$ cat src/rtl/sub_fmt_pkg.sv
// Shared types and default sizes for the subtractor result BCD formatter.
package sub_fmt_pkg;

  localparam int WIDTH_DEF  = 16;
  localparam int DIGITS_DEF = 5;
  localparam int CNT_W_DEF  = 5;
  localparam int BCD_W      = 4 * DIGITS_DEF;

  typedef enum logic [1:0] {
    IDLE  = 2'b00,
    ABS   = 2'b01,
    SHIFT = 2'b10,
    DONE  = 2'b11
  } fmt_state_e;

endpackage

$ cat src/rtl/sub_result_bcd_formatter_if.sv
// Handshake/result bundle between the subtractor, the BCD formatter and the readout.
// Optional macro SUB_BCD_OVERRUN_EN adds the sticky overrun flag.
interface sub_result_bcd_formatter_if #(
  parameter int WIDTH  = sub_fmt_pkg::WIDTH_DEF,
  parameter int DIGITS = sub_fmt_pkg::DIGITS_DEF
);

  logic                  in_valid;
  logic [WIDTH-1:0]      in_result;
  logic                  in_underflow;
  logic [4*DIGITS-1:0]   bcd;
  logic                  sign;
  logic                  out_valid;
  logic                  busy;
`ifdef SUB_BCD_OVERRUN_EN
  logic                  overrun;

  modport master (output in_valid, in_result, in_underflow,
                  input  bcd, sign, out_valid, busy, overrun);
  modport slave  (input  in_valid, in_result, in_underflow,
                  output bcd, sign, out_valid, busy, overrun);
`else
  modport master (output in_valid, in_result, in_underflow,
                  input  bcd, sign, out_valid, busy);
  modport slave  (input  in_valid, in_result, in_underflow,
                  output bcd, sign, out_valid, busy);
`endif

endinterface

$ cat src/rtl/bcd_digit_adjust.sv
// Double-dabble digit correction: adds 3 to a BCD digit that is 5 or more.
module bcd_digit_adjust (
  input  logic [3:0] digit_in,
  output logic [3:0] digit_out
);

  always_comb begin
    digit_out = digit_in;
    if (digit_in >= 4'd5) begin
      digit_out = digit_in + 4'd3;
    end
  end

endmodule

$ cat src/rtl/sub_result_bcd_formatter.sv
// Converts the subtractor's signed difference to sign + packed BCD, one bit per clock.
// Optional macro SUB_BCD_OVERRUN_EN adds a sticky overrun flag for dropped inputs.
module sub_result_bcd_formatter
  import sub_fmt_pkg::*;
#(
  parameter int WIDTH  = WIDTH_DEF,
  parameter int DIGITS = DIGITS_DEF,
  parameter int CNT_W  = CNT_W_DEF
) (
  input  logic                         clk,
  input  logic                         reset,
  sub_result_bcd_formatter_if.slave    fmt
);

  localparam int DIG_BITS = 4 * DIGITS;

  fmt_state_e           state_q, state_d;
  logic [WIDTH-1:0]     res_q, res_d;
  logic                 und_q, und_d;
  logic [WIDTH-1:0]     mag_q, mag_d;
  logic                 neg_q, neg_d;
  logic [DIG_BITS-1:0]  acc_q, acc_d;
  logic [DIG_BITS-1:0]  acc_adj;
  logic [CNT_W-1:0]     cnt_q, cnt_d;
  logic [DIG_BITS-1:0]  bcd_q, bcd_d;
  logic                 sign_q, sign_d;

  for (genvar g = 0; g < DIGITS; g++) begin : g_adj
    bcd_digit_adjust u_adj (
      .digit_in  (acc_q[4*g +: 4]),
      .digit_out (acc_adj[4*g +: 4])
    );
  end

  always_comb begin
    state_d = state_q;
    res_d   = res_q;
    und_d   = und_q;
    mag_d   = mag_q;
    neg_d   = neg_q;
    acc_d   = acc_q;
    cnt_d   = cnt_q;
    bcd_d   = bcd_q;
    sign_d  = sign_q;
    case (state_q)
      IDLE: begin
        if (fmt.in_valid) begin
          res_d   = fmt.in_result;
          und_d   = fmt.in_underflow;
          state_d = ABS;
        end
      end
      ABS: begin
        mag_d   = und_q ? (~res_q + WIDTH'(1)) : res_q;
        // A zero difference flagged as underflow must not display as "-0".
        neg_d   = und_q && (res_q != '0);
        acc_d   = '0;
        cnt_d   = '0;
        state_d = SHIFT;
      end
      SHIFT: begin
        {acc_d, mag_d} = {acc_adj, mag_q} << 1;
        cnt_d          = cnt_q + CNT_W'(1);
        if (cnt_q == CNT_W'(WIDTH - 1)) begin
          bcd_d   = acc_d;
          sign_d  = neg_q;
          state_d = DONE;
        end
      end
      DONE: begin
        state_d = IDLE;
      end
      default: begin
        state_d = IDLE;
      end
    endcase
  end

  always_ff @(posedge clk or negedge reset) begin
    if (!reset) begin
      state_q <= IDLE;
      res_q   <= '0;
      und_q   <= 1'b0;
      mag_q   <= '0;
      neg_q   <= 1'b0;
      acc_q   <= '0;
      cnt_q   <= '0;
      bcd_q   <= '0;
      sign_q  <= 1'b0;
    end else begin
      state_q <= state_d;
      res_q   <= res_d;
      und_q   <= und_d;
      mag_q   <= mag_d;
      neg_q   <= neg_d;
      acc_q   <= acc_d;
      cnt_q   <= cnt_d;
      bcd_q   <= bcd_d;
      sign_q  <= sign_d;
    end
  end

  assign fmt.bcd       = bcd_q;
  assign fmt.sign      = sign_q;
  assign fmt.out_valid = (state_q == DONE);
  assign fmt.busy      = (state_q != IDLE);

`ifdef SUB_BCD_OVERRUN_EN
  logic overrun_q, overrun_d;

  // Sticky until the next input is actually accepted.
  always_comb begin
    overrun_d = overrun_q;
    if (fmt.in_valid) begin
      overrun_d = (state_q != IDLE);
    end
  end

  always_ff @(posedge clk or negedge reset) begin
    if (!reset) begin
      overrun_q <= 1'b0;
    end else begin
      overrun_q <= overrun_d;
    end
  end

  assign fmt.overrun = overrun_q;
`endif

endmodule

$ cat src/flat_wrapper.sv
// flat-port wrapper written by rule: the top's interface ports become plain ports
module sub_result_bcd_formatter_flat import sub_fmt_pkg::*;
#(
  parameter int WIDTH  = WIDTH_DEF,
  parameter int DIGITS = DIGITS_DEF,
  parameter int CNT_W  = CNT_W_DEF
)
  (clk, reset, fmt_in_valid, fmt_in_result, fmt_in_underflow, fmt_bcd, fmt_sign, fmt_out_valid, fmt_busy);
  sub_result_bcd_formatter_if #(.WIDTH(WIDTH), .DIGITS(DIGITS)) fmt_i ();
  input  logic clk;
  input  logic reset;
  input wire logic [$bits(fmt_i.in_valid)-1:0] fmt_in_valid;
  input wire logic [$bits(fmt_i.in_result)-1:0] fmt_in_result;
  input wire logic [$bits(fmt_i.in_underflow)-1:0] fmt_in_underflow;
  output wire logic [$bits(fmt_i.bcd)-1:0] fmt_bcd;
  output wire logic [$bits(fmt_i.sign)-1:0] fmt_sign;
  output wire logic [$bits(fmt_i.out_valid)-1:0] fmt_out_valid;
  output wire logic [$bits(fmt_i.busy)-1:0] fmt_busy;
  assign fmt_i.in_valid = fmt_in_valid;
  assign fmt_i.in_result = fmt_in_result;
  assign fmt_i.in_underflow = fmt_in_underflow;
  assign fmt_bcd = fmt_i.bcd;
  assign fmt_sign = fmt_i.sign;
  assign fmt_out_valid = fmt_i.out_valid;
  assign fmt_busy = fmt_i.busy;
  sub_result_bcd_formatter #(.WIDTH(WIDTH), .DIGITS(DIGITS), .CNT_W(CNT_W)) u_core (.clk(clk), .reset(reset), .fmt(fmt_i));
endmodule
$ cat config.mk
export PLATFORM = sky130hd
export DESIGN_NAME = sub_result_bcd_formatter_flat
export DESIGN_NICKNAME = d
export VERILOG_FILES = /design/src/rtl/sub_fmt_pkg.sv /design/src/rtl/sub_result_bcd_formatter_if.sv /design/src/rtl/bcd_digit_adjust.sv /design/src/rtl/sub_result_bcd_formatter.sv /design/src/flat_wrapper.sv
export SDC_FILE = /design/constraint.sdc
export NUM_CORES = 1
export LEC_CHECK = 0
export ABC_AREA = 1
export CORE_AREA = 2 2 92 94
export CTS_BUF_LIST = sky130_fd_sc_hd__clkbuf_8
export CTS_CLUSTER_SIZE = 8
export DETAILED_ROUTE_END_ITERATION = 10
export DIE_AREA = 0 0 94 96
export HOLD_SLACK_MARGIN = 0.05
export PLACE_DENSITY_LB_ADDON = 0.15
export SLEW_MARGIN = 5
export SYNTH_ARGS = -nofsm -noshare
export SYNTH_HDL_FRONTEND = slang
export SYNTH_SLANG_ARGS = --single-unit
$ cat constraint.sdc
create_clock -name clk -period 1.55 [get_ports clk]
set_input_delay 0.2325 -clock clk [delete_from_list [all_inputs] [get_ports clk]]
set_output_delay 0.2325 -clock clk [all_outputs]
set_load 0.1 [all_outputs]
# After elaboration in Yosys (flattened, before gate mapping)
# Cells that the tools add are included.
[classes]
muxes = 12
n_div = 0
reduce_logical = 8
n_shift = 0
magnitude_cmp = 5
n_bitwise = 1
n_addsub = 7
eq_ne = 6
mul = 0
[ops]
columns = ["operator", "count"]
rows = [
  ["$pmux 20 s2", 1],
  ["$pmux 16 s2", 1],
  ["$ge 4x3->1 const B", 5],
  ["$add 16x1->16 const B", 1],
  ["$add 4x2->4 const B", 4],
  ["$mux 16", 1],
  ["$mux 4", 4],
  ["$not 16->16", 1],
  ["$reduce_bool 16->1", 1],
  ["$pmux 5 s2", 1],
  ["$pmux 2 s4", 1],
  ["$reduce_and 2->1", 3],
  ["$add 5x1->5 const B", 1],
  ["$eq 5x4->1 const B", 1],
  ["$eq 2x2->1 const B", 2],
  ["$mux 2", 2],
  ["$reduce_bool 2->1", 2],
  ["$add 3x2->3 const B", 1],
  ["$mux 3", 1],
  ["$eq 2x1->1 const B", 1],
  ["$logic_not 2->1", 1],
  ["$ne 2x1->1 const B", 1],
  ["$ne 2x2->1 const B", 1],
  ["$logic_and 1x1->1", 1],
]
[totals]
ff_bits = 82
elab_cells = 48
latchBits = 0
mem_bits_rw = 0
inputBits = 20
romBits = 0
n_memories = 0

# Depth between registers and ports, before layout
# Gate-level depths: netlist of the first run.
[depth]
ltp_word = 4
ltp_mapped = 9

# Cells and area by module
# From an unflattened synthesis of the first run, not the netlist that was laid out.
[hier_totals]
hier_cells = 543
area_unflattened_um2 = 4394.2
[modules_own_cells]
columns = ["mod", "cells_each", "n_inst", "seq_area_each_um2", "area_per_inst_um2"]
rows = [
  ["sub_result_bcd_formatter", 428, 1, 2052.0, 3718.6],
  ["bcd_digit_adjust", 23, 5, 0.0, 135.1],
]

# Worst setup path before layout of the first run
# OpenSTA, ideal clock, no wires.
[synth_timing]
path_type = "register -> register"
start = "register u_core.state_q[0]"
end = "register u_core.state_q[0]"
setup_time_ps = 132
t_required_ps = 1418
setup_slack_ps = -310
t_arrival_ps = 1728
synth_period_minus_slack_ps = 1860
stages_incl_launch_ff = 7
cell_sequence = "dfrtp_1 > inv_1 > ha_1 > inv_1 > o22ai_1 > nor3_1 > a21oi_1"
[synth_between]
elab_chain_len = 3
[synth_lines]
columns = ["item", "line", "rtl"]
rows = [
  ["start: declaration", "sub_result_bcd_formatter.sv:17", "fmt_state_e state_q, state_d;"],
  ["start signal: assignment", "sub_result_bcd_formatter.sv:91", "state_q <= state_d;"],
  ["$eq 2x2->1 or $logic_not 2->1 (tied branches)", "sub_result_bcd_formatter.sv:45", "case (state_q)"],
  ["$ne 2x1->1 (no line) or $ne 2x2->1 (tied branches)", "n/a", ""],
  ["$reduce_and 2->1 (no line)", "n/a", ""],
]
# Several ways; a longest one is shown, not always the timed one.
# A chain may end at the register's enable or synchronous reset.

# Worst setup path in the final report of the first run
[layout_timing]
start = "register u_core.state_q[1]"
end = "output port fmt_busy"
[layout_between]
elab_chain_len = 1
[layout_lines]
columns = ["item", "line", "rtl"]
rows = [
  ["$reduce_bool 2->1", "sub_result_bcd_formatter.sv:106", "assign fmt.busy = (state_q != IDLE);"],
  ["end: declaration", "flat_wrapper.sv:18", "output wire logic [$bits(fmt_i.busy)-1:0] fmt_busy;"],
]
# Every way passes these cells.

==> results of run 1 <==
[power breakdown]
| group | internal, W | switching, W | total [W] |
|---|---|---|---|
| clock | 0.000755 | 0.000805 | 0.00156 |
| combinational | 0.00168 | 0.00235 | 0.00403 |
| sequential | 0.00266 | 0.000340 | 0.00300 |
| total | 0.00510 | 0.00350 | 0.00859 |
[kinds of logic after synthesis]
family | count (synthesis)
AOI/OAI and AO/OA | 107
xor gates and xnor gates | 11
adders and majority gates | 18
buffers and inverters | 93
DFF | 82
and+or+nand+nor | 178
[layer usage]
metal	vias up	wire length [um]
met1	1575	3690
met5	-	0
met3	13	329
met2	79	4380
met4	0	139
li1	1708	-
[worst paths after layout]
check / to / depth (start not counted) / slack (ns)
max: fmt_busy / 4 / 0.03
min: u_core.fmt.bcd[17] / 2 / 0.31
max reg2reg: u_core.fmt.bcd[14] / 8 / 0.05
min reg2reg: u_core.mag_q[1] / 2 / 0.53
max in group asynchronous: u_core.fmt.bcd[12] / 3 / 0.70
min in group clk: u_core.res_q[12] / 3 / 0.45
[state kept, by name (all words and copies together) (netlist names)]
name             flops
u_core.state_q       2
u_core.und_q         1
u_core.fmt.sign      1
u_core.fmt.bcd      20
u_core.cnt_q         5
u_core.neg_q         1
u_core.mag_q        16
u_core.res_q        16
u_core.acc_q        20
[layout make-up]
class	count	area (um2)	area share, %
Multi-Input combinational cell	314	1750	32.5
Clock buffer	9	124	2.31
Inverter	74	282	5.24
Sequential cell	82	2050	38.2
Clock inverter	7	76.3	1.42
Timing Repair Buffer	68	956	17.8
Tap cell	105	131	2.45
[stage by stage]
step	total power, W	setup TNS [ns]
floorplan	0.00569	-0.0343
global placement	0.00680	0
detailed placement	0.00690	0
CTS	0.00854	0
global route	0.00924	-0.225
finish	0.00859	0
[critical path, cell delays in order (launching register included)]
cell	delay (ns)
sky130_fd_sc_hd__dfrtp_1	0.43
sky130_fd_sc_hd__inv_2	0.10
sky130_fd_sc_hd__ha_4	0.15
sky130_fd_sc_hd__clkinvlp_4	0.10
sky130_fd_sc_hd__buf_12	0.17
[cell usage in the layout, fill, tap and decap left out, types with 2 or more instances in the layout]
cell type / Yosys / layout
sky130_fd_sc_hd__xor2_1: 11 / 8
sky130_fd_sc_hd__dfrtp_1: 82 / 82
sky130_fd_sc_hd__clkinvlp_4: 0 / 3
sky130_fd_sc_hd__a21oi_1: 22 / 22
sky130_fd_sc_hd__inv_2: 1 / 5
sky130_fd_sc_hd__inv_6: 0 / 2
sky130_fd_sc_hd__inv_1: 73 / 68
sky130_fd_sc_hd__buf_12: 0 / 29
sky130_fd_sc_hd__xor2_2: 0 / 3
sky130_fd_sc_hd__clkbuf_16: 0 / 2
sky130_fd_sc_hd__o21ai_0: 40 / 32
sky130_fd_sc_hd__nor3_1: 3 / 3
sky130_fd_sc_hd__o21ai_2: 1 / 2
sky130_fd_sc_hd__nand3_1: 30 / 27
sky130_fd_sc_hd__clkdlybuf4s50_1: 0 / 18
sky130_fd_sc_hd__nand3_2: 1 / 4
sky130_fd_sc_hd__clkbuf_8: 0 / 9
sky130_fd_sc_hd__ha_1: 18 / 14
sky130_fd_sc_hd__o22ai_1: 36 / 35
sky130_fd_sc_hd__ha_2: 0 / 3
sky130_fd_sc_hd__nor2_1: 37 / 36
sky130_fd_sc_hd__buf_4: 4 / 18
sky130_fd_sc_hd__nand2_1: 100 / 99
sky130_fd_sc_hd__nor2_2: 2 / 3
sky130_fd_sc_hd__o21bai_1: 5 / 5
sky130_fd_sc_hd__o21ai_1: 1 / 8
sky130_fd_sc_hd__nor2_4: 2 / 2
[timing repair]
| action | CTS | global route |
|---|---|---|
| resized for setup | 0 | 23 |
| hold buffers | 1 | 0 |
| buffers inserted | 2 | 5 |
| setup endpoints to repair | 1 | 40 |
| gates cloned | 0 | 2 |
| pin swaps | 0 | 1 |
| endpoints found under the hold margin | 20 | 0 |
==> tab_implementation.tex, run 1 <==
\begin{tabular}{lr}
\hline
Metric & Value \\
\hline
\multicolumn{2}{l}{\textbf{Clock tree}} \\
\quad Number of sinks driven by the clock tree & 82 \\
\quad TritonCTS clock tree & built \\
\quad Total clock buffers created by CTS & 9 \\
\quad Buffer type at the clock tree root & sky130\_fd\_sc\_hd\_\_clkbuf\_8 \\
\quad Max Root-Sink Buffers & 2 \\
\quad CTS clk-pin slew, worst paths & 0.09 ns \\
\quad Skew-Pair Late Insertion Delay & 0.35 ns \\
\quad Depth of the CTS H-tree & 3 \\
\multicolumn{2}{l}{\textbf{Final layout}} \\
\quad Count of nets after finishing & 587 \\
\quad P\&R area growth vs syn & 30.7\% \\
\quad Fillers & 640 \\
\quad Number of antenna diodes & 0 \\
\quad Count of placed standard cells in the final layout, fillers left out & 659 \\
\quad Final Cell Area & 5370 um2 \\
\quad Core occupancy in the finished layout & between 60\% and 70\% \\
\quad Fraction of layout cells with a size suffix above 1 & between 10\% and 20\% \\
\multicolumn{2}{l}{\textbf{Synth}} \\
\quad Synth warn & 0 \\
\quad Netlist area before placement & 4110 um2 \\
\quad Count of different cell masters after synthesis & 28 \\
\quad Most common library cells after synthesis & 100 x sky130\_fd\_sc\_hd\_\_nand2\_1, 82 x sky130\_fd\_sc\_hd\_\_dfrtp\_1, 73 x sky130\_fd\_sc\_hd\_\_inv\_1, 40 x sky130\_fd\_sc\_hd\_\_o21ai\_0, 37 x sky130\_fd\_sc\_hd\_\_nor2\_1 \\
\quad Instance count of the mapped netlist & 489 \\
\quad EDFF count, synth & 0 \\
\quad Top-count cell post-synth & sky130\_fd\_sc\_hd\_\_nand2\_1 \\
\quad Part of the Yosys area used for sequential elements & 50.0\% \\
\quad Commonest register cell after synthesis & sky130\_fd\_sc\_hd\_\_dfrtp\_1 \\
\quad Share of cell area taken by muxes after synthesis & 0\% \\
\quad \#FFs+latches synth & 82 \\
\quad Main combinational cell family by area after synthesis & simple AND/OR/NAND/NOR gates \\
\quad Syn\_area\_per\_cell & 8.40 um2 \\
\quad Area share of fa/ha/maj cells after synthesis & 5.48\% \\
\quad Area leader, netlist & sky130\_fd\_sc\_hd\_\_dfrtp\_1 \\
\quad Share of flip-flops with an asynchronous set or reset & 100\% \\
\quad Top cell type's share of synthesized area & 50.0\% \\
\quad Compound-Gate Fraction of Synth Area & 14.7\% \\
\quad Share of synthesized cell area in and, or, nand and nor gates & 18.1\% \\
\quad Post-synthesis share of cell area spent on xor and xnor gates & 2.35\% \\
\quad Net count after synthesis & approximately 530 \\
\quad Main area contributors after synthesis & sky130\_fd\_sc\_hd\_\_dfrtp\_1 50\%, sky130\_fd\_sc\_hd\_\_nand2\_1 9.1\%, sky130\_fd\_sc\_hd\_\_inv\_1 6.7\% \\
\multicolumn{2}{l}{\textbf{STA}} \\
\quad Final Max Tran Viols & 0 \\
\quad Headroom to the max-slew limit & between 70\% and 80\% \\
\quad Worst setup slack after layout & 0.0300 ns \\
\quad Transition time of the tightest slew-check pin & 0.329 ns \\
\quad Final number of setup-violating endpoints & 0 \\
\quad Setup repair after global routing missed its margin & true \\
\quad Setup Skew & between 0.01 and 0.015 ns \\
\quad Hold slack & about 0.31 ns \\
\quad Max Fclk & $\sim$0.66 GHz \\
\quad Number of hold violations in the final report & 0 \\
\quad Post-layout min period & 1.52 ns \\
\quad Portion of the clock cycle consumed by the worst path in the final layout & 98.1\% \\
\multicolumn{2}{l}{\textbf{Worst setup path}} \\
\quad Kind of capture point of the worst setup path & primary output \\
\quad Startpoint type of the worst setup path & register \\
\quad Launch instance of the worst register-to-register path & u\_core.cnt\_q[1] \\
\quad Required time at the worst-slack endpoint & 1.32 ns \\
\quad Crit path max fanout & 4 \\
\quad Setup CP Type & reg -> out \\
\quad Data arrival time at the worst-slack endpoint & around 1.3 ns \\
\quad Startpoint of the most critical setup path & u\_core.state\_q[1] \\
\multicolumn{2}{l}{\textbf{Power and ir drop}} \\
\quad Largest voltage drop on the vdd net & 0.000890 V \\
\quad Leakage power of the design & between 2 and 3 nW \\
\quad Ratio of total power to cell area & 1600 nW/um2 \\
\multicolumn{2}{l}{\textbf{Global route}} \\
\quad Number of global-route vias before repair & 3273 \\
\quad Busiest layer in global routing & met2 \\
\quad GR Util met1 & 23.6\% \\
\quad Global-route wire length before repair & 14.2 mm \\
\quad Antenna violations before repair & 0 \\
\quad Leftover overflow at the end of global routing & 0 \\
\quad Met3 demand-to-capacity share in global routing & roughly 3.4\% \\
\quad Met2 Usage GRT & roughly 36\% \\
\quad Pin count of the biggest net entering global routing & 43 \\
\quad Overall global routing resource usage & between 10\% and 20\% \\
\multicolumn{2}{l}{\textbf{Detailed routing}} \\
\quad Final Routed Wirelength & approximately 8.5 mm \\
\quad Vias/cell & $\sim$5.1 \\
\quad DR vias & 3375 \\
\quad Residual DRC count & 0 \\
\quad Number of design-rule violations left by the first detailed-router iteration & roughly 170 \\
\quad Antenna Nets Post-Route & 0 \\
\quad Routed wire length per instance & 13.0 um \\
\quad Detailed-router iteration count before antenna repair & 4 \\
\multicolumn{2}{l}{\textbf{Hold path}} \\
\quad HP Class & in -> async \\
\multicolumn{2}{l}{\textbf{Place}} \\
\quad Cell area after placement & 5000 um2 \\
\quad Placed wire-length estimate & 6.02 mm \\
\quad Cell Count Post-Placement & 633 \\
\quad Count of input and output buffers & 42 \\
\quad Placer congestion estimate & 0.876 \\
\quad Worst setup slack before clock tree synthesis & $\sim$0.042 ns \\
\multicolumn{2}{l}{\textbf{Floorplan}} \\
\quad Die Outline Area & $\sim$9000 um2 \\
\quad Effective utilization at floorplan & 51.0\% \\
\quad \# rows & 33 \\
\quad Standard cell core area & 8050 um2 \\
\quad Width of the die & 94 um \\
\quad Die height & about 96 um \\
\quad Number of primary I/O pins & 43 \\
\multicolumn{2}{l}{\textbf{Flow run}} \\
\quad Max-cap violations & 0 \\
\multicolumn{2}{l}{\textbf{Outcome}} \\
\quad Outcome & finished clean \\
\hline
\end{tabular}
No activity file was read; power rests on OpenSTA's default activity.
==> inputs of run 2 (changes only) <==
Settings changed: ABC_AREA 1 to default.
==> tab_implementation.tex, run 2 <==
\begin{tabular}{lr}
\hline
Metric & Value \\
\hline
\multicolumn{2}{l}{\textbf{Outcome}} \\
\quad Outcome & finished with violations (was finished clean) \\
\quad Violated checks & setup timing \\
\multicolumn{2}{l}{\textbf{Synth}} \\
\quad \#FFs+latches synth & 82 (unchanged) \\
\quad Part of the Yosys area used for sequential elements & 50.0\% (about the same) \\
\quad Synth warn & 0 (unchanged) \\
\quad Top-count cell post-synth & sky130\_fd\_sc\_hd\_\_dfrtp\_1 (was sky130\_fd\_sc\_hd\_\_nand2\_1) \\
\quad Net count after synthesis & 442 (was 527) \\
\quad Syn\_area\_per\_cell & 10.2 um2 (was 8.40 um2) \\
\quad Commonest register cell after synthesis & sky130\_fd\_sc\_hd\_\_dfrtp\_1 (unchanged) \\
\quad Share of flip-flops with an asynchronous set or reset & 100\% (unchanged) \\
\quad Main area contributors after synthesis & sky130\_fd\_sc\_hd\_\_dfrtp\_1 50\%, sky130\_fd\_sc\_hd\_\_mux2\_2 8.5\%, sky130\_fd\_sc\_hd\_\_ha\_1 5.5\% (was sky130\_fd\_sc\_hd\_\_dfrtp\_1 50\%, sky130\_fd\_sc\_hd\_\_nand2\_1 9.1\%, sky130\_fd\_sc\_hd\_\_inv\_1 6.7\%) \\
\quad EDFF count, synth & 0 (unchanged) \\
\quad Netlist area before placement & 4110 um2 (about the same) \\
\quad Top cell type's share of synthesized area & 50.0\% (about the same) \\
\quad Instance count of the mapped netlist & 404 (was 489) \\
\quad Area leader, netlist & sky130\_fd\_sc\_hd\_\_dfrtp\_1 (unchanged) \\
\quad Count of different cell masters after synthesis & 41 (was 28) \\
\quad Most common library cells after synthesis & 82 x sky130\_fd\_sc\_hd\_\_dfrtp\_1, 40 x sky130\_fd\_sc\_hd\_\_o21ai\_0, 37 x sky130\_fd\_sc\_hd\_\_nand2\_1, 36 x sky130\_fd\_sc\_hd\_\_inv\_1, 31 x sky130\_fd\_sc\_hd\_\_mux2\_2 (was 100 x sky130\_fd\_sc\_hd\_\_nand2\_1, 82 x sky130\_fd\_sc\_hd\_\_dfrtp\_1, 73 x sky130\_fd\_sc\_hd\_\_inv\_1, 40 x sky130\_fd\_sc\_hd\_\_o21ai\_0, 37 x sky130\_fd\_sc\_hd\_\_nor2\_1) \\
\multicolumn{2}{l}{\textbf{Clock tree}} \\
\quad Skew-Pair Late Insertion Delay & 0.36 ns (was 0.35 ns) \\
\quad TritonCTS clock tree & built (unchanged) \\
\quad CTS clk-pin slew, worst paths & 0.09 ns (about the same) \\
\quad Depth of the CTS H-tree & 3 (unchanged) \\
\quad Number of sinks driven by the clock tree & 82 (unchanged) \\
\quad Total clock buffers created by CTS & 9 (unchanged) \\
\quad Buffer type at the clock tree root & sky130\_fd\_sc\_hd\_\_clkbuf\_8 (unchanged) \\
\quad Max Root-Sink Buffers & 2 (unchanged) \\
\multicolumn{2}{l}{\textbf{Floorplan}} \\
\quad Die Outline Area & 9020 um2 (unchanged) \\
\quad \# rows & 33 (unchanged) \\
\quad Die height & 96 um (unchanged) \\
\quad Width of the die & 94 um (unchanged) \\
\quad Effective utilization at floorplan & 51.0\% (about the same) \\
\quad Number of primary I/O pins & 43 (unchanged) \\
\quad Standard cell core area & 8050 um2 (unchanged) \\
\multicolumn{2}{l}{\textbf{STA}} \\
\quad Portion of the clock cycle consumed by the worst path in the final layout & 132\% (was 98.1\%) \\
\quad Final Max Tran Viols & 0 (unchanged) \\
\quad Final number of setup-violating endpoints & 13 (was 0) \\
\quad Setup Skew & 0.0126 ns (was 0.0116 ns) \\
\quad Worst setup slack after layout & -0.493 ns (was 0.0300 ns) \\
\quad Post-layout min period & 2.04 ns (was 1.52 ns) \\
\quad Number of hold violations in the final report & 0 (unchanged) \\
\quad Max Fclk & 0.489 GHz (was 0.658 GHz) \\
\quad Headroom to the max-slew limit & 72.1\% (was 78.1\%) \\
\quad Setup repair after global routing missed its margin & true (unchanged) \\
\quad Transition time of the tightest slew-check pin & 0.417 ns (was 0.329 ns) \\
\multicolumn{2}{l}{\textbf{Hold path}} \\
\quad HP Class & in -> async (unchanged) \\
\multicolumn{2}{l}{\textbf{Detailed routing}} \\
\quad Antenna Nets Post-Route & 0 (unchanged) \\
\quad Residual DRC count & 0 (unchanged) \\
\quad DR vias & 3445 (was 3375) \\
\quad Routed wire length per instance & 16.1 um (was 13.0 um) \\
\quad Detailed-router iteration count before antenna repair & 4 (unchanged) \\
\quad Final Routed Wirelength & 9.92 mm (was 8.54 mm) \\
\quad Number of design-rule violations left by the first detailed-router iteration & 162 (was 173) \\
\quad Vias/cell & 5.59 (was 5.12) \\
\multicolumn{2}{l}{\textbf{Place}} \\
\quad Cell area after placement & 5380 um2 (was 5000 um2) \\
\quad Count of input and output buffers & 42 (unchanged) \\
\quad Worst setup slack before clock tree synthesis & -0.481 ns (was 0.0415 ns) \\
\quad Placer congestion estimate & 0.802 (was 0.876) \\
\quad Placed wire-length estimate & 6.39 mm (was 6.02 mm) \\
\multicolumn{2}{l}{\textbf{Worst setup path}} \\
\quad Reg2reg setup slack & -0.49 ns (was 0.05 ns) \\
\quad Required time at the worst-slack endpoint & 1.77 ns (was 1.32 ns) \\
\quad Crit path max fanout & 6 (was 4) \\
\quad Data arrival time at the worst-slack endpoint & 2.26 ns (was 1.29 ns) \\
\quad Kind of capture point of the worst setup path & register (was primary output) \\
\quad Setup CP Type & reg -> reg (was reg -> out) \\
\quad Startpoint type of the worst setup path & register (unchanged) \\
\multicolumn{2}{l}{\textbf{Global route}} \\
\quad Number of global-route vias before repair & 3442 (was 3273) \\
\quad Antenna violations before repair & 0 (unchanged) \\
\quad Overall global routing resource usage & 22.9\% (was 19.8\%) \\
\quad Global-route wire length before repair & 16.1 mm (was 14.2 mm) \\
\quad Leftover overflow at the end of global routing & 0 (unchanged) \\
\quad Pin count of the biggest net entering global routing & 54 (was 43) \\
\multicolumn{2}{l}{\textbf{Power and ir drop}} \\
\quad Largest voltage drop on the vdd net & 0.00129 V (was 0.000890 V) \\
\quad Leakage power of the design & 2.59 nW (was 2.52 nW) \\
\quad Overall power consumption & 0.0106 W (was 0.00859 W) \\
\quad Ratio of total power to cell area & 1750 nW/um2 (was 1600 nW/um2) \\
\multicolumn{2}{l}{\textbf{Final layout}} \\
\quad Number of antenna diodes & 0 (unchanged) \\
\quad Count of nets after finishing & 544 (was 587) \\
\quad Leading cell type in the layout, fill and taps excluded & sky130\_fd\_sc\_hd\_\_dfrtp\_1 (was sky130\_fd\_sc\_hd\_\_nand2\_1) \\
\quad Fraction of layout cells with a size suffix above 1 & 38.7\% (was 16.6\%) \\
\quad Final Cell Area & 6050 um2 (was 5370 um2) \\
\quad P\&R area growth vs syn & 47.3\% (was 30.7\%) \\
\quad Fillers & 529 (was 640) \\
\quad Top library cells by usage in the layout, fill and taps aside & 82 x sky130\_fd\_sc\_hd\_\_dfrtp\_1, 55 x sky130\_fd\_sc\_hd\_\_buf\_4, 35 x sky130\_fd\_sc\_hd\_\_nand2\_1 (was 99 x sky130\_fd\_sc\_hd\_\_nand2\_1, 82 x sky130\_fd\_sc\_hd\_\_dfrtp\_1, 68 x sky130\_fd\_sc\_hd\_\_inv\_1) \\
\multicolumn{2}{l}{\textbf{Flow run}} \\
\quad Max-cap violations & 0 (unchanged) \\
\hline
\end{tabular}
run 2: layout make-up:
cell class                 instances  area, um2  share of cell area [%]
multi-input combinational        264       2200                    36.4
tap                              105        131                    2.17
inverter                          36        141                    2.34
sequential                        82       2050                    33.9
clock buffer                      10        138                    2.27
clock inverter                     6       58.8                   0.972
timing repair buffer             113       1330                    21.9
run 2: worst paths after layout:
kind / cells past startpoint / to / start
max: 5 / u_core.mag_q[13] / u_core.res_q[3]
min: 3 / u_core.fmt.bcd[5] / reset
max reg2reg: 5 / u_core.mag_q[13] / u_core.res_q[3]
min reg2reg: 1 / u_core.mag_q[2] / u_core.mag_q[2]
max in group asynchronous: 3 / u_core.neg_q / reset
min in group clk: 2 / u_core.res_q[7] / fmt_in_result[7]
run 2: layer usage:
| layer | vias to the layer above | global-route usage (%) | part of all wire [%] |
|---|---|---|---|
| li1 | 1636 | - | - |
| met2 | 72 | 40.8 | 53 |
| met1 | 1708 | 27.6 | 41 |
| met3 | 29 | 3.52 | 3.3 |
| met4 | 0 | 9.90 | 3.1 |
| met5 | - | 0 | 0 |
run 2: power by group:
| group | internal [W] | switching, W |
|---|---|---|
| registers | 0.00269 | 0.000363 |
| clock network | 0.000777 | 0.000784 |
| logic | 0.00287 | 0.00308 |
| total | 0.00634 | 0.00422 |
run 2: kinds of logic (layout without fill, tap and decap cells):
logic type,Yosys count,count (layout),synth area share [%]
AOI/OAI and AO/OA,108,108,16.1
xor gates and xnor gates,13,13,2.77
adders and majority gates,18,18,5.48
buffers and inverters,58,165,5.33
DFF,82,82,50.0
muxes,34,34,9.23
and+or+nand+nor,91,91,11.2
run 2: per-stage QoR:
| step | setup TNS, ns | util, % | hold slack, ns | instances |
|---|---|---|---|---|
| floorplan | -2.44 | - | -0.0631 | 404 |
| global placement | -2.95 | 66.8 | 0.209 | 586 |
| detailed placement | -3.79 | 66.8 | 0.208 | 586 |
| CTS | -3.02 | 72.2 | 0.364 | 612 |
| global route | -4.41 | 75.2 | 0.377 | 616 |
| finish | -3.32 | 75.2 | 0.355 | 616 |
run 2: what timing repair did:
item | 4_1_cts | 5_1_grt
gates cloned | 0 | 1
hold endpoints to repair | 82 | 0
pin swaps | 13 | 21
hold buffers | 1 | 0
buffers inserted | 9 | 4
endpoints found under the setup margin | 21 | 45
gates resized for setup | 33 | 52
run 2: worst max-delay path: stages (launching register included):
cell and delay, ns:
sky130_fd_sc_hd__dfrtp_1 0.38, sky130_fd_sc_hd__or4_4 0.55, sky130_fd_sc_hd__buf_4 0.21, sky130_fd_sc_hd__o41ai_4 0.36
sky130_fd_sc_hd__xor2_1 0.26, sky130_fd_sc_hd__o221ai_1 0.15
==> inputs of run 3 (changes only) <==
Settings changed: CORE_AREA 2 2 92 94 to 3 3 93 95, DIE_AREA 0 0 94 96 to 0 0 96 98.
==> tab_implementation.tex, run 3 (synthesized netlist as in run 2, its figures left out) <==
\begin{tabular}{lr}
\hline
Metric & Value \\
\hline
\multicolumn{2}{l}{\textbf{Outcome}} \\
\quad Violated checks & setup timing (unchanged) \\
\quad Outcome & finished with violations (unchanged) \\
\multicolumn{2}{l}{\textbf{Worst setup path}} \\
\quad CP max stage cell & sky130\_fd\_sc\_hd\_\_or4\_4 (unchanged) \\
\quad Setup CP Type & reg -> reg (unchanged) \\
\quad Crit path max fanout & 5 (was 6) \\
\quad Buf+Inv Stages, Crit Path & 1 (unchanged) \\
\quad Maximum cell stage delay along the critical path & 0.56 ns (was 0.55 ns) \\
\quad Kind of capture point of the worst setup path & register (unchanged) \\
\quad Cells traversed along the worst timing path & or4\_4, buf\_6, o31ai\_2, xor2\_1, o21ai\_0 (was or4\_4, buf\_4, o41ai\_4, xor2\_1, o221ai\_1) \\
\quad CP delay by family, top & simple AND/OR/NAND/NOR gates (unchanged) \\
\quad Startpoint type of the worst setup path & register (unchanged) \\
\quad Data arrival time at the worst-slack endpoint & 2.18 ns (was 2.26 ns) \\
\quad Required time at the worst-slack endpoint & 1.77 ns (about the same) \\
\multicolumn{2}{l}{\textbf{Global route}} \\
\quad Number of global-route vias before repair & 3391 (was 3442) \\
\quad Antenna violations before repair & 0 (unchanged) \\
\quad Overall global routing resource usage & 21.6\% (was 22.9\%) \\
\quad Global-route wire length before repair & 15.9 mm (was 16.1 mm) \\
\quad Leftover overflow at the end of global routing & 0 (unchanged) \\
\quad Pin count of the biggest net entering global routing & 39 (was 54) \\
\multicolumn{2}{l}{\textbf{STA}} \\
\quad Transition time of the tightest slew-check pin & 0.454 ns (was 0.417 ns) \\
\quad Setup repair after global routing missed its margin & true (unchanged) \\
\quad Number of hold violations in the final report & 0 (unchanged) \\
\quad Setup Skew & 0.0107 ns (was 0.0126 ns) \\
\quad Portion of the clock cycle consumed by the worst path in the final layout & 126\% (was 132\%) \\
\quad Hold slack & 0.342 ns (was 0.355 ns) \\
\quad Headroom to the max-slew limit & 69.7\% (was 72.1\%) \\
\quad Max Fclk & 0.512 GHz (was 0.489 GHz) \\
\quad Post-layout min period & 1.95 ns (was 2.04 ns) \\
\quad Final number of setup-violating endpoints & 12 (was 13) \\
\quad Final Max Tran Viols & 0 (unchanged) \\
\quad Worst setup slack after layout & -0.405 ns (was -0.493 ns) \\
\multicolumn{2}{l}{\textbf{Final layout}} \\
\quad Fillers & 491 (was 529) \\
\quad Fraction of layout cells with a size suffix above 1 & 38.9\% (was 38.7\%) \\
\quad Top library cells by usage in the layout, fill and taps aside & 82 x sky130\_fd\_sc\_hd\_\_dfrtp\_1, 59 x sky130\_fd\_sc\_hd\_\_buf\_4, 36 x sky130\_fd\_sc\_hd\_\_nand2\_1 (was 82 x sky130\_fd\_sc\_hd\_\_dfrtp\_1, 55 x sky130\_fd\_sc\_hd\_\_buf\_4, 35 x sky130\_fd\_sc\_hd\_\_nand2\_1) \\
\quad Number of antenna diodes & 0 (unchanged) \\
\quad Leading cell type in the layout, fill and taps excluded & sky130\_fd\_sc\_hd\_\_dfrtp\_1 (unchanged) \\
\quad Count of nets after finishing & 545 (was 544) \\
\quad P\&R area growth vs syn & 46.4\% (was 47.3\%) \\
\multicolumn{2}{l}{\textbf{Clock tree}} \\
\quad Total clock buffers created by CTS & 9 (unchanged) \\
\quad Buffer type at the clock tree root & sky130\_fd\_sc\_hd\_\_clkbuf\_8 (unchanged) \\
\quad CTS clk-pin slew, worst paths & 0.09 ns (about the same) \\
\quad Skew-Pair Late Insertion Delay & 0.37 ns (was 0.36 ns) \\
\quad Number of sinks driven by the clock tree & 82 (unchanged) \\
\quad Depth of the CTS H-tree & 3 (unchanged) \\
\quad TritonCTS clock tree & built (unchanged) \\
\quad Max Root-Sink Buffers & 2 (unchanged) \\
\multicolumn{2}{l}{\textbf{Floorplan}} \\
\quad Die Outline Area & 9410 um2 (was 9020 um2) \\
\quad Effective utilization at floorplan & 52.6\% (was 51.0\%) \\
\quad \# rows & 32 (was 33) \\
\quad Number of primary I/O pins & 43 (unchanged) \\
\quad Width of the die & 96 um (was 94 um) \\
\quad Die height & 98 um (was 96 um) \\
\quad Standard cell core area & 7810 um2 (was 8050 um2) \\
\multicolumn{2}{l}{\textbf{Hold path}} \\
\quad HP Class & in -> async (unchanged) \\
\multicolumn{2}{l}{\textbf{Detailed routing}} \\
\quad Number of design-rule violations left by the first detailed-router iteration & 140 (was 162) \\
\quad Vias/cell & 5.57 (was 5.59) \\
\quad Final Routed Wirelength & 9.84 mm (was 9.92 mm) \\
\quad Antenna Nets Post-Route & 0 (unchanged) \\
\quad Detailed-router iteration count before antenna repair & 4 (unchanged) \\
\quad Residual DRC count & 0 (unchanged) \\
\quad Routed wire length per instance & 16.0 um (was 16.1 um) \\
\quad DR vias & 3423 (was 3445) \\
\multicolumn{2}{l}{\textbf{Power and ir drop}} \\
\quad Ratio of total power to cell area & 1740 nW/um2 (was 1750 nW/um2) \\
\quad Overall power consumption & 0.0105 W (was 0.0106 W) \\
\quad Largest voltage drop on the vdd net & 0.00114 V (was 0.00129 V) \\
\quad Leakage power of the design & 2.60 nW (was 2.59 nW) \\
\multicolumn{2}{l}{\textbf{Place}} \\
\quad Placer congestion estimate & 0.810 (was 0.802) \\
\quad Count of input and output buffers & 42 (unchanged) \\
\quad Placed wire-length estimate & 6.61 mm (was 6.39 mm) \\
\quad Worst setup slack before clock tree synthesis & -0.405 ns (was -0.481 ns) \\
\multicolumn{2}{l}{\textbf{Flow run}} \\
\quad Max-cap violations & 0 (unchanged) \\
\hline
\end{tabular}
-- run 3: per-layer routing --
layer,global-route usage [%],vias to the layer above,wire [um]
met5,0,-,0
li1,-,1634,-
met4,9.41,0,190
met2,36.2,61,5280
met1,26.7,1712,4020
met3,4.24,16,346
-- run 3: area by class of cell --
cell class | count | area, um2 | share of cell area, %
clock inverter | 5 | 38.8 | 0.645
multi-input combinational | 264 | 2210 | 36.7
timing repair buffer | 114 | 1300 | 21.6
sequential | 82 | 2050 | 34.1
inverter | 36 | 139 | 2.31
tap | 102 | 128 | 2.12
clock buffer | 11 | 151 | 2.52
-- run 3: stage by stage --
| step | util, % | area [um2] | cells | TNS, ns |
|---|---|---|---|---|
| global route | 77.0 | 6010 | 614 | -4.09 |
| finish | 77.0 | 6010 | 614 | -3.11 |
| CTS | 74.1 | 5790 | 608 | -2.68 |
| floorplan | - | 4180 | 404 | -2.44 |
| detailed placement | 69.0 | 5390 | 588 | -3.78 |
| global placement | 69.0 | 5390 | 588 | -3.20 |
-- run 3: path summary, 6_finish.rpt --
path                              startpoint                 to  slack [ns]  cells after the start
max in group asynchronous              reset       u_core.neg_q        0.63                      3
hold reg to reg             u_core.mag_q[12]   u_core.mag_q[13]        0.52                      2
setup / recovery             u_core.res_q[7]   u_core.mag_q[12]       -0.40                      5
hold / removal                         reset  u_core.fmt.bcd[5]        0.34                      2
min in group clk           fmt_in_result[13]   u_core.res_q[13]        0.48                      2
setup reg to reg             u_core.res_q[7]   u_core.mag_q[12]       -0.40                      5
-- run 3: power by group --
part,switching (W),internal [W]
Clock,0.000789,0.000674
Combinational,0.00311,0.00288
Sequential,0.000342,0.00269
Total,0.00424,0.00625
-- run 3: timing repair --
item | 4_1_cts | 5_1_grt
hold buffers | 1 | 0
setup buffers | 4 | 5
hold endpoints to repair | 31 | 0
endpoints found under the setup margin | 21 | 41
gates resized for setup | 33 | 46
pin swaps | 12 | 14
cloned | 0 | 1
